[src/rtl/serial_arith_pkg.sv]
// Shared types and helpers for the serial add/subtract datapath.
// Provides the FSM state enum, mode encodings and step-counter sizing.
package serial_arith_pkg;

    typedef enum logic [1:0] {
        IDLE = 2'd0,
        RUN  = 2'd1,
        DONE = 2'd2
    } state_e;

    localparam logic MODE_ADD = 1'b0;
    localparam logic MODE_SUB = 1'b1;

    // Counter must be able to hold every value 0..k.
    function automatic int cnt_width(input int k);
        return (k < 1) ? 1 : $clog2(k + 1);
    endfunction

endpackage

[src/rtl/serial_digit_adder.sv]
// Combinational DIGIT_W-bit ripple adder for one serial digit step.
// Ports: a, b, cin in; s (digit sum), cout (carry out), c_msb_in (carry into top bit).
module serial_digit_adder #(
    parameter int DIGIT_W = 1
) (
    input  logic [DIGIT_W-1:0] a,
    input  logic [DIGIT_W-1:0] b,
    input  logic               cin,
    output logic [DIGIT_W-1:0] s,
    output logic               cout,
    output logic               c_msb_in
);

    always_comb begin
        logic carry;
        carry    = cin;
        s        = '0;
        c_msb_in = 1'b0;
        for (int i = 0; i < DIGIT_W; i++) begin
            if (i == DIGIT_W - 1) begin
                c_msb_in = carry;
            end
            s[i]  = a[i] ^ b[i] ^ carry;
            carry = (a[i] & b[i]) | (carry & (a[i] ^ b[i]));
        end
        cout = carry;
    end

endmodule

[src/rtl/serial_addsub_multi.sv]
// Multi-bit-per-cycle serial adder/subtractor, DIGIT_W bits per clock.
// Ports: clk, rst (sync, active-low), start, mode, carry_in, operand_A/B in;
//        sum, carry_out, overflow (held results), busy, done (pulse) out.
module serial_addsub_multi
    import serial_arith_pkg::*;
#(
    parameter int WIDTH   = 32,
    parameter int DIGIT_W = 1
) (
    input  logic             clk,
    input  logic             rst,
    input  logic             start,
    input  logic             mode,
    input  logic             carry_in,
    input  logic [WIDTH-1:0] operand_A,
    input  logic [WIDTH-1:0] operand_B,
    output logic [WIDTH-1:0] sum,
    output logic             carry_out,
    output logic             overflow,
    output logic             busy,
    output logic             done
);

    localparam int K  = WIDTH / DIGIT_W;
    localparam int CW = cnt_width(K);
    localparam logic [CW-1:0] LAST = CW'(K - 1);

    if (DIGIT_W < 1 || DIGIT_W > WIDTH || (WIDTH % DIGIT_W) != 0) begin : g_bad_param
        $error("serial_addsub_multi: WIDTH must be a multiple of DIGIT_W, DIGIT_W in 1..WIDTH");
    end

    state_e           state_q;
    logic [WIDTH-1:0] a_q, b_q, ps_q;
    logic [WIDTH-1:0] a_d, b_d, ps_d;
    logic             c_q;
    logic [CW-1:0]    cnt_q;
    logic [WIDTH-1:0] sum_q;
    logic             cout_q, ovf_q, busy_q, done_q;

    logic [DIGIT_W-1:0] dig_s;
    logic               dig_cout, dig_cmsb;

    serial_digit_adder #(
        .DIGIT_W (DIGIT_W)
    ) u_digit (
        .a        (a_q[DIGIT_W-1:0]),
        .b        (b_q[DIGIT_W-1:0]),
        .cin      (c_q),
        .s        (dig_s),
        .cout     (dig_cout),
        .c_msb_in (dig_cmsb)
    );

    // Operands drain from the LSB end; the result fills in from the MSB end
    // so that after K steps the partial sum is aligned.
    always_comb begin
        a_d  = a_q >> DIGIT_W;
        b_d  = b_q >> DIGIT_W;
        ps_d = (ps_q >> DIGIT_W) | (WIDTH'(dig_s) << (WIDTH - DIGIT_W));
    end

    always_ff @(posedge clk) begin
        if (!rst) begin
            state_q <= IDLE;
            a_q     <= '0;
            b_q     <= '0;
            ps_q    <= '0;
            c_q     <= 1'b0;
            cnt_q   <= '0;
            sum_q   <= '0;
            cout_q  <= 1'b0;
            ovf_q   <= 1'b0;
            busy_q  <= 1'b0;
            done_q  <= 1'b0;
        end else begin
            unique case (state_q)
                IDLE, DONE: begin
                    done_q <= 1'b0;
                    if (start) begin
                        // Subtraction is A + ~B + ~borrow.
                        a_q     <= operand_A;
                        b_q     <= (mode == MODE_SUB) ? ~operand_B : operand_B;
                        c_q     <= carry_in ^ (mode == MODE_SUB);
                        ps_q    <= '0;
                        cnt_q   <= '0;
                        busy_q  <= 1'b1;
                        state_q <= RUN;
                    end else begin
                        busy_q  <= 1'b0;
                        state_q <= IDLE;
                    end
                end
                RUN: begin
                    a_q   <= a_d;
                    b_q   <= b_d;
                    ps_q  <= ps_d;
                    c_q   <= dig_cout;
                    cnt_q <= cnt_q + CW'(1);
                    if (cnt_q == LAST) begin
                        sum_q   <= ps_d;
                        cout_q  <= dig_cout;
                        ovf_q   <= dig_cmsb ^ dig_cout;
                        busy_q  <= 1'b0;
                        done_q  <= 1'b1;
                        state_q <= DONE;
                    end
                end
                default: begin
                    busy_q  <= 1'b0;
                    done_q  <= 1'b0;
                    state_q <= IDLE;
                end
            endcase
        end
    end

    assign sum       = sum_q;
    assign carry_out = cout_q;
    assign overflow  = ovf_q;
    assign busy      = busy_q;
    assign done      = done_q;

endmodule
[config.mk]
export PLATFORM = sky130hd
export DESIGN_NAME = serial_addsub_multi
export DESIGN_NICKNAME = d
export VERILOG_FILES = /design/src/rtl/serial_arith_pkg.sv /design/src/rtl/serial_digit_adder.sv /design/src/rtl/serial_addsub_multi.sv
export SDC_FILE = /design/constraint.sdc
export NUM_CORES = 1
export LEC_CHECK = 0
export BUFFER_PORTS_ARGS = -buffer_cell sky130_fd_sc_hd__buf_2
export CAP_MARGIN = 20
export CORE_ASPECT_RATIO = 0.8
export CORE_MARGIN = 2
export CORE_UTILIZATION = 35
export CTS_CLUSTER_DIAMETER = 50
export DETAILED_ROUTE_END_ITERATION = 16
export GPL_TIMING_DRIVEN = 0
export PLACE_DENSITY = 0.59
export SETUP_SLACK_MARGIN = 0.1
export SYNTH_ARGS = -nofsm -noshare
export SYNTH_HDL_FRONTEND = slang
export SYNTH_SLANG_ARGS = --single-unit
[constraint.sdc]
create_clock -name clk -period 4.1 [get_ports clk]
set_input_delay 0.615 -clock clk [delete_from_list [all_inputs] [get_ports clk]]
set_output_delay 0.615 -clock clk [all_outputs]
set_load 0.02 [all_outputs]
==> summary.txt, run 1 <==
Critical path class -> register to register
Max transition margin -> 66.5%
Clock power frac -> 48.6%
Final period util -> 39.7%
Worst r2r src -> cnt_q[0]
Final Max Slew Viols -> 0
Post-Syn Instances -> 607
Comb pwr share -> 10.3%
First-pass GRT wire length -> 23700 µm
Syn. warnings -> 0
Commonest non-fill, non-tap cell in the layout -> dfxtp_1
Critical Path Stages -> 6
Fin. Hold Viols -> 0
Port Buf Inserts -> 102
Final #Nets -> 799
Clock root cell -> clkbuf_16
Status -> finished clean
CTS Hold Buffers Added -> 0
Power after layout -> 0.00356 W
Int Pwr -> 0.00270 W
Drt total wl -> 14400 µm
Cts bufs inserted -> 17
Area of the die -> 17800 µm²
CTS Sinks -> 140
Fmax -> 615 MHz
CP delay by family, top -> flip-flops
Unique masters post-synth -> 36
Grt total ovfl -> 0
Worst-Margin Slew -> 0.503 ns
Syn avg cell area -> 9.67 µm²
FF-to-FF path depth -> 6
Syn-to-layout area delta -> 24.8%
Setup TNS Final -> 0 ns
Starting density of the core -> 35.6%
Crit. Startpoint -> cnt_q[0]
WP data arrival -> 1.96 ns
NetSw -> 0.000852 W
N_diodes -> 0
Total global-route track usage -> 16.6%
CP cell instances -> ha_1 > nand3_1 > nor4_4 > buf_6 > buf_12 > mux2i_1
Req. time, crit path -> 4.44 ns
Largest net degree at the start of global routing -> 17
Crit path buf inv count -> 2
CP max-delay cell -> dfxtp_1
Chip Width -> 149 µm
Num rows -> 42
H-tree level count -> 4
Final Critical Period -> 1.63 ns
Share of layout cells above drive strength 1 -> 25.2%
Setup repair bufs after CTS -> 0
Drt pass-1 iters -> 5
FF-to-FF End -> sum[4]
Number of global-route vias before repair -> 4771
Worst setup SP type -> register
Sequential Power Share -> 41.1%
Worst-Skew Late Latency -> 0.42 ns
Sw Share -> 24.0%
Detail Route Antenna Nets -> 0
Clk slew on worst S/H paths -> 0.06 ns
Core footprint -> 16500 µm²
Die height -> 120 µm
Mapped Nets -> 678
DR iter-0 viols -> 297
Max_cap viols -> 0
Post-DP HPWL -> 10400 µm
Setup crit end -> sum[4]
Clock Skews -> 0.0122 ns
Placer Congestion -> 0.813
Yosys reg bits -> 140
Via/cell ratio -> 5.12
Most frequent cells in the layout -> dfxtp_1, buf_2, nand2_1, nand3_1, a21oi_1
Worst hold path type -> register to register
CTS tree -> done
Pwr dens -> 485 nW/µm²
RSZ-0062 raised after global routing -> no
Ports -> 105
Maximum fanout along the worst path -> 10
Setup violators final -> 0
# DRC -> 0
Critical Path Max Stage Delay -> 0.40 ns
WL/cell -> 15.0 µm
Initial antenna violation count -> 1
Sequential share of the synthesized area -> 47.7%
Leak Pwr -> 2.88 nW
Post-CTS sizing -> 0
FF-to-FF setup slack -> 2.47 ns
Crit. End Element -> register
Via Count -> 4917
Max VDD drop -> 0.294 mV
Bufs on Longest Clock Path -> 2
Netlist Area Pre-Place -> 5870 µm²
-- cell families (layout without fill, tap and decap cells) --
logic type | count (synthesis) | after routing | share of synthesized area, %
AND/OR/NAND/NOR | 158 | 158 | 13.0
multiplexers | 43 | 43 | 7.42
flip-flops | 140 | 140 | 47.7
buffers and inverters | 63 | 197 | 6.99
adder cells (fa/ha/maj) | 2 | 2 | 0.554
AO/OA/AOI/OAI | 167 | 167 | 19.2
XOR/XNOR | 34 | 34 | 5.07
-- cell type report --
class / instances / area, µm²
fillers: 1594 / 9170
flip-flops and latches: 140 / 2800
multi-input cells: 404 / 2660
repair buffers: 102 / 510
clock buffers: 20 / 467
plain buffers: 61 / 403
well taps: 220 / 275
clock inverters: 12 / 205
inverters: 2 / 7.51
-- state kept, by name (all words and copies together), names as in the netlist --
signal and flops:
busy 1, overflow 1, b_q 32, cnt_q 6, carry_out 1, a_q 32, ps_q 31, c_q 1
done 1, state_q 2, sum 32
-- worst min-delay path by stage --
stage	startpoint	endpoint	depth (start not counted)
finish	sum[23]	sum[23]	2
detailed placement	sum[23]	sum[23]	2
global placement	sum[29]	sum[29]	2
CTS	sum[23]	sum[23]	2
floorplan	ps_q[1]	sum[0]	2
global route	operand_A[31]	a_q[31]	3
-- routing by layer --
layer / wire length [µm] / GRT usage (%)
met3: 910 / 3.84
met5: 0 / 0
met1: 7020 / 23.3
met2: 6330 / 25.8
met4: 112 / 4.29
-- tightest hold or removal path: stages, from the launching register on --
cell and delay (ns):
dfxtp_1 0.30, nand2_1 0.05, mux2i_1 0.05
-- power by group through the flow --
| stage | logic [W] | registers (W) | clock network [W] |
|---|---|---|---|
| final | 0.000367 | 0.00146 | 0.00173 |
| after global routing | 0.000409 | 0.00147 | 0.00182 |
| after CTS | 0.000369 | 0.00146 | 0.00176 |
| after detailed placement | 0.000368 | 0.00149 | 0 |
| after global placement | 0.000357 | 0.00149 | 0 |
| after floorplan | 0.000255 | 0.00148 | 0 |
-- through the flow --
stage	instance area, µm²	utilization, %	hold slack, ns	std cells	worst slack [ns]
floorplan	5870	-	0.438	607	2.52
global placement	6660	40.3	0.442	929	2.23
detailed placement	6660	40.3	0.445	929	2.20
CTS	7330	44.4	0.456	961	2.47
global route	7330	44.4	0.476	961	2.35
finish	7330	44.4	0.453	961	2.47
-- synth_stat cells, drive strengths merged --
cell    count  area [µm²]
nand2      71         267
nand4       2        12.5
a22oi      57         428
dfxtp     140        2800
and4        1        8.76
xor2       34         298
mux2        1        15.0
and3        1        6.26
fa          1        20.0
o31ai       1        7.51
buf        51         365
nor2        1        11.3
o21a        1        7.51
nand3      64         320
inv         2        7.51
nor2b       2        12.5
o21ai       7        35.0
nand2b      5        38.8
clkbuf     10        37.5
a21oi      61         305
a22o       32         280
a211o       1        8.76
ha          1        12.5
and2        1        6.26
nor4        2        27.5
mux2i      42         420
nor3        8        51.3
a211oi      7        57.6
Power figures use the tool's default switching activity.
==> run 2, diff against run 1 <==
PLACE_DENSITY = 0.61   (was 0.59)
clock period = 1.3 ns   (was 4.1 ns; I/O delays follow)
==> summary.txt, run 2 (same netlist as run 1, synthesis figures left out) <==
CP max-delay cell -> dfxtp_2
FF-to-FF setup slack -> -0.10 ns (-2.58 ns)
Max_cap viols -> 0 (unchanged)
Worst hold path type -> input pin to register
Max VDD drop -> 0.874 mV (+200%)
Crit path buf inv count -> 3 (+1)
Clock root cell -> clkbuf_16
Post-route insts no fill -> 1010 (+5.1%)
Pre-CTS setup slack -> -0.217 ns (-2.41 ns)
Die height -> 120 µm (unchanged)
Fmax -> 712 MHz (+16%)
First-pass GRT wire length -> 25400 µm (+7.1%)
Critical path class -> register to register
Maximum fanout along the worst path -> 6 (-4)
Detail Route Antenna Nets -> 0 (unchanged)
Via/cell ratio -> 5.13 (+0.30%)
Req. time, crit path -> 1.64 ns (-2.80 ns)
Grt total ovfl -> 0 (unchanged)
# DRC -> 0 (unchanged)
Worst-Margin Slew -> 0.650 ns (+0.148 ns)
Worst setup SP type -> register
Drt pass-1 iters -> 4 (-1)
Chip Width -> 149 µm (unchanged)
Cts bufs inserted -> 17 (unchanged)
Num rows -> 42 (unchanged)
Setup violators final -> 106 (+106)
Status -> finished with violations
Port Buf Inserts -> 102 (unchanged)
Met1 wire length -> 8270 µm (+18%)
Number of global-route vias before repair -> 4854 (+1.7%)
Clock Skews -> 0.00973 ns (-0.00248 ns)
Starting density of the core -> 35.6% (unchanged)
Syn-to-layout area delta -> 54.2%
Final #Nets -> 847 (+6.0%)
Bufs on Longest Clock Path -> 2 (unchanged)
Placed cells -> 929 (unchanged)
Top sig layer -> met4
Crit. End Element -> register
Met3 Wirelength -> 846 µm (-7.0%)
Placed Area -> 6680 µm² (+0.32%)
Post-DP HPWL -> 9830 µm (-5.2%)
Max transition margin -> 56.7% (-9.8 points)
RSZ-0062 raised after global routing -> yes
Met2 wire len -> 7620 µm (+20%)
Design Area, Final -> 9050 µm² (+24%)
DR iter-0 viols -> 324 (+9.1%)
H-tree level count -> 4 (unchanged)
CP cell instances -> buf_6 > nand2b_4 > buf_8 > buf_4 > mux2_4 > a211oi_2
Final period util -> 108% (+68 points)
Share of layout cells above drive strength 1 -> 48.7% (+23 points)
Commonest non-fill, non-tap cell in the layout -> dfxtp_1
Ports -> 105 (unchanged)
# fillers -> 1396 (-12%)
Slack of the critical path -> -0.105 ns (-2.58 ns)
CP delay by family, top -> buffers and inverters
Final Max Slew Viols -> 0 (unchanged)
CTS Sinks -> 140 (unchanged)
Worst-Skew Late Latency -> 0.42 ns (about the same)
WL/cell -> 16.8 µm (+12%)
CTS tree -> done
Fin. Hold Viols -> 0 (unchanged)
Initial antenna violation count -> 1 (unchanged)
Placer Congestion -> 0.783 (-3.7%)
Clk slew on worst S/H paths -> 0.06 ns (about the same)
Failing checks -> negative setup slack
Final Critical Period -> 1.40 ns (-0.222 ns)
Via Count -> 5183 (+5.4%)
Drt total wl -> 17000 µm (+18%)
Most frequent cells in the layout -> dfxtp_1, buf_2, nand2_1, a22oi_2, nand3_2
Largest net degree at the start of global routing -> 17 (unchanged)
Area of the die -> 17800 µm² (unchanged)
Total global-route track usage -> 18.1% (+1.5 points)
Core footprint -> 16500 µm² (unchanged)
Critical Path Max Stage Delay -> 0.32 ns (-0.08 ns)
Leak Pwr -> 3.41 nW (+18%)
Pwr dens -> 1340 nW/µm² (+180%)
WP data arrival -> 1.74 ns (-0.22 ns)
[run 2: path summary, 6_finish.rpt]
check	from	end	depth (start not counted)
worst max-delay path	state_q[1]	cnt_q[2]	6
worst min-delay path	operand_A[10]	a_q[10]	3
worst max register to register	state_q[1]	cnt_q[2]	6
worst min register to register	sum[14]	sum[14]	2
[run 2: layout make-up]
class / instances / area [µm²] / share of cell area, %
multi-input cells: 404 / 3380 / 37.4
flip-flops and latches: 140 / 2820 / 31.1
repair buffers: 152 / 1340 / 14.8
plain buffers: 59 / 602 / 6.65
clock buffers: 19 / 443 / 4.89
well taps: 220 / 275 / 3.04
clock inverters: 13 / 189 / 2.09
inverters: 2 / 7.51 / 0.0829
diodes: 1 / 2.50 / 0.0276
[run 2: through the flow]
step                      util [%]  hold WS, ns  TNS, ns  power, W
after floorplan                  -        0.331   -0.758   0.00548
after global placement        40.5        0.441   -20.24   0.00586
after detailed placement      40.5        0.446   -19.81   0.00586
after CTS                     52.0       0.0462    -5.00    0.0119
after global routing          54.9       0.0467   -10.57    0.0126
final                         54.9       0.0516    -4.03    0.0121
[run 2: what timing repair did]
action,in CTS,in global routing
buffers inserted,22,6
gates cloned,19,4
hold buffers,0,0
pin swaps,109,71
endpoints found under the setup margin,140,140
hold endpoints to repair,0,0
resized for setup,189,78
[run 2: report_power, final]
group | internal, W | total [W] | switching [W] | leakage [nW]
clock | 0.00328 | 0.00520 | 0.00193 | 0.304
sequential | 0.00449 | 0.00466 | 0.000175 | 1.14
combinational | 0.00117 | 0.00227 | 0.00110 | 1.96
total | 0.00893 | 0.0121 | 0.00320 | 3.41
[run 2: metal layers]
| metal | vias to the layer above | track usage, % |
|---|---|---|
| li1 | 2532 | - |
| met1 | 2494 | 26.3 |
| met2 | 140 | 26.9 |
| met3 | 17 | 4.68 |
| met4 | 0 | 4.11 |
| met5 | - | 0 |
[run 2: worst register-to-register path, delay by kind of cell (launching register included)]
kind | cells | cell delay (ns)
buffers and inverters | 3 | 0.41
multiplexers | 1 | 0.29
flip-flops | 1 | 0.32
AO/OA/AOI/OAI | 1 | 0.17
AND/OR/NAND/NOR | 1 | 0.15
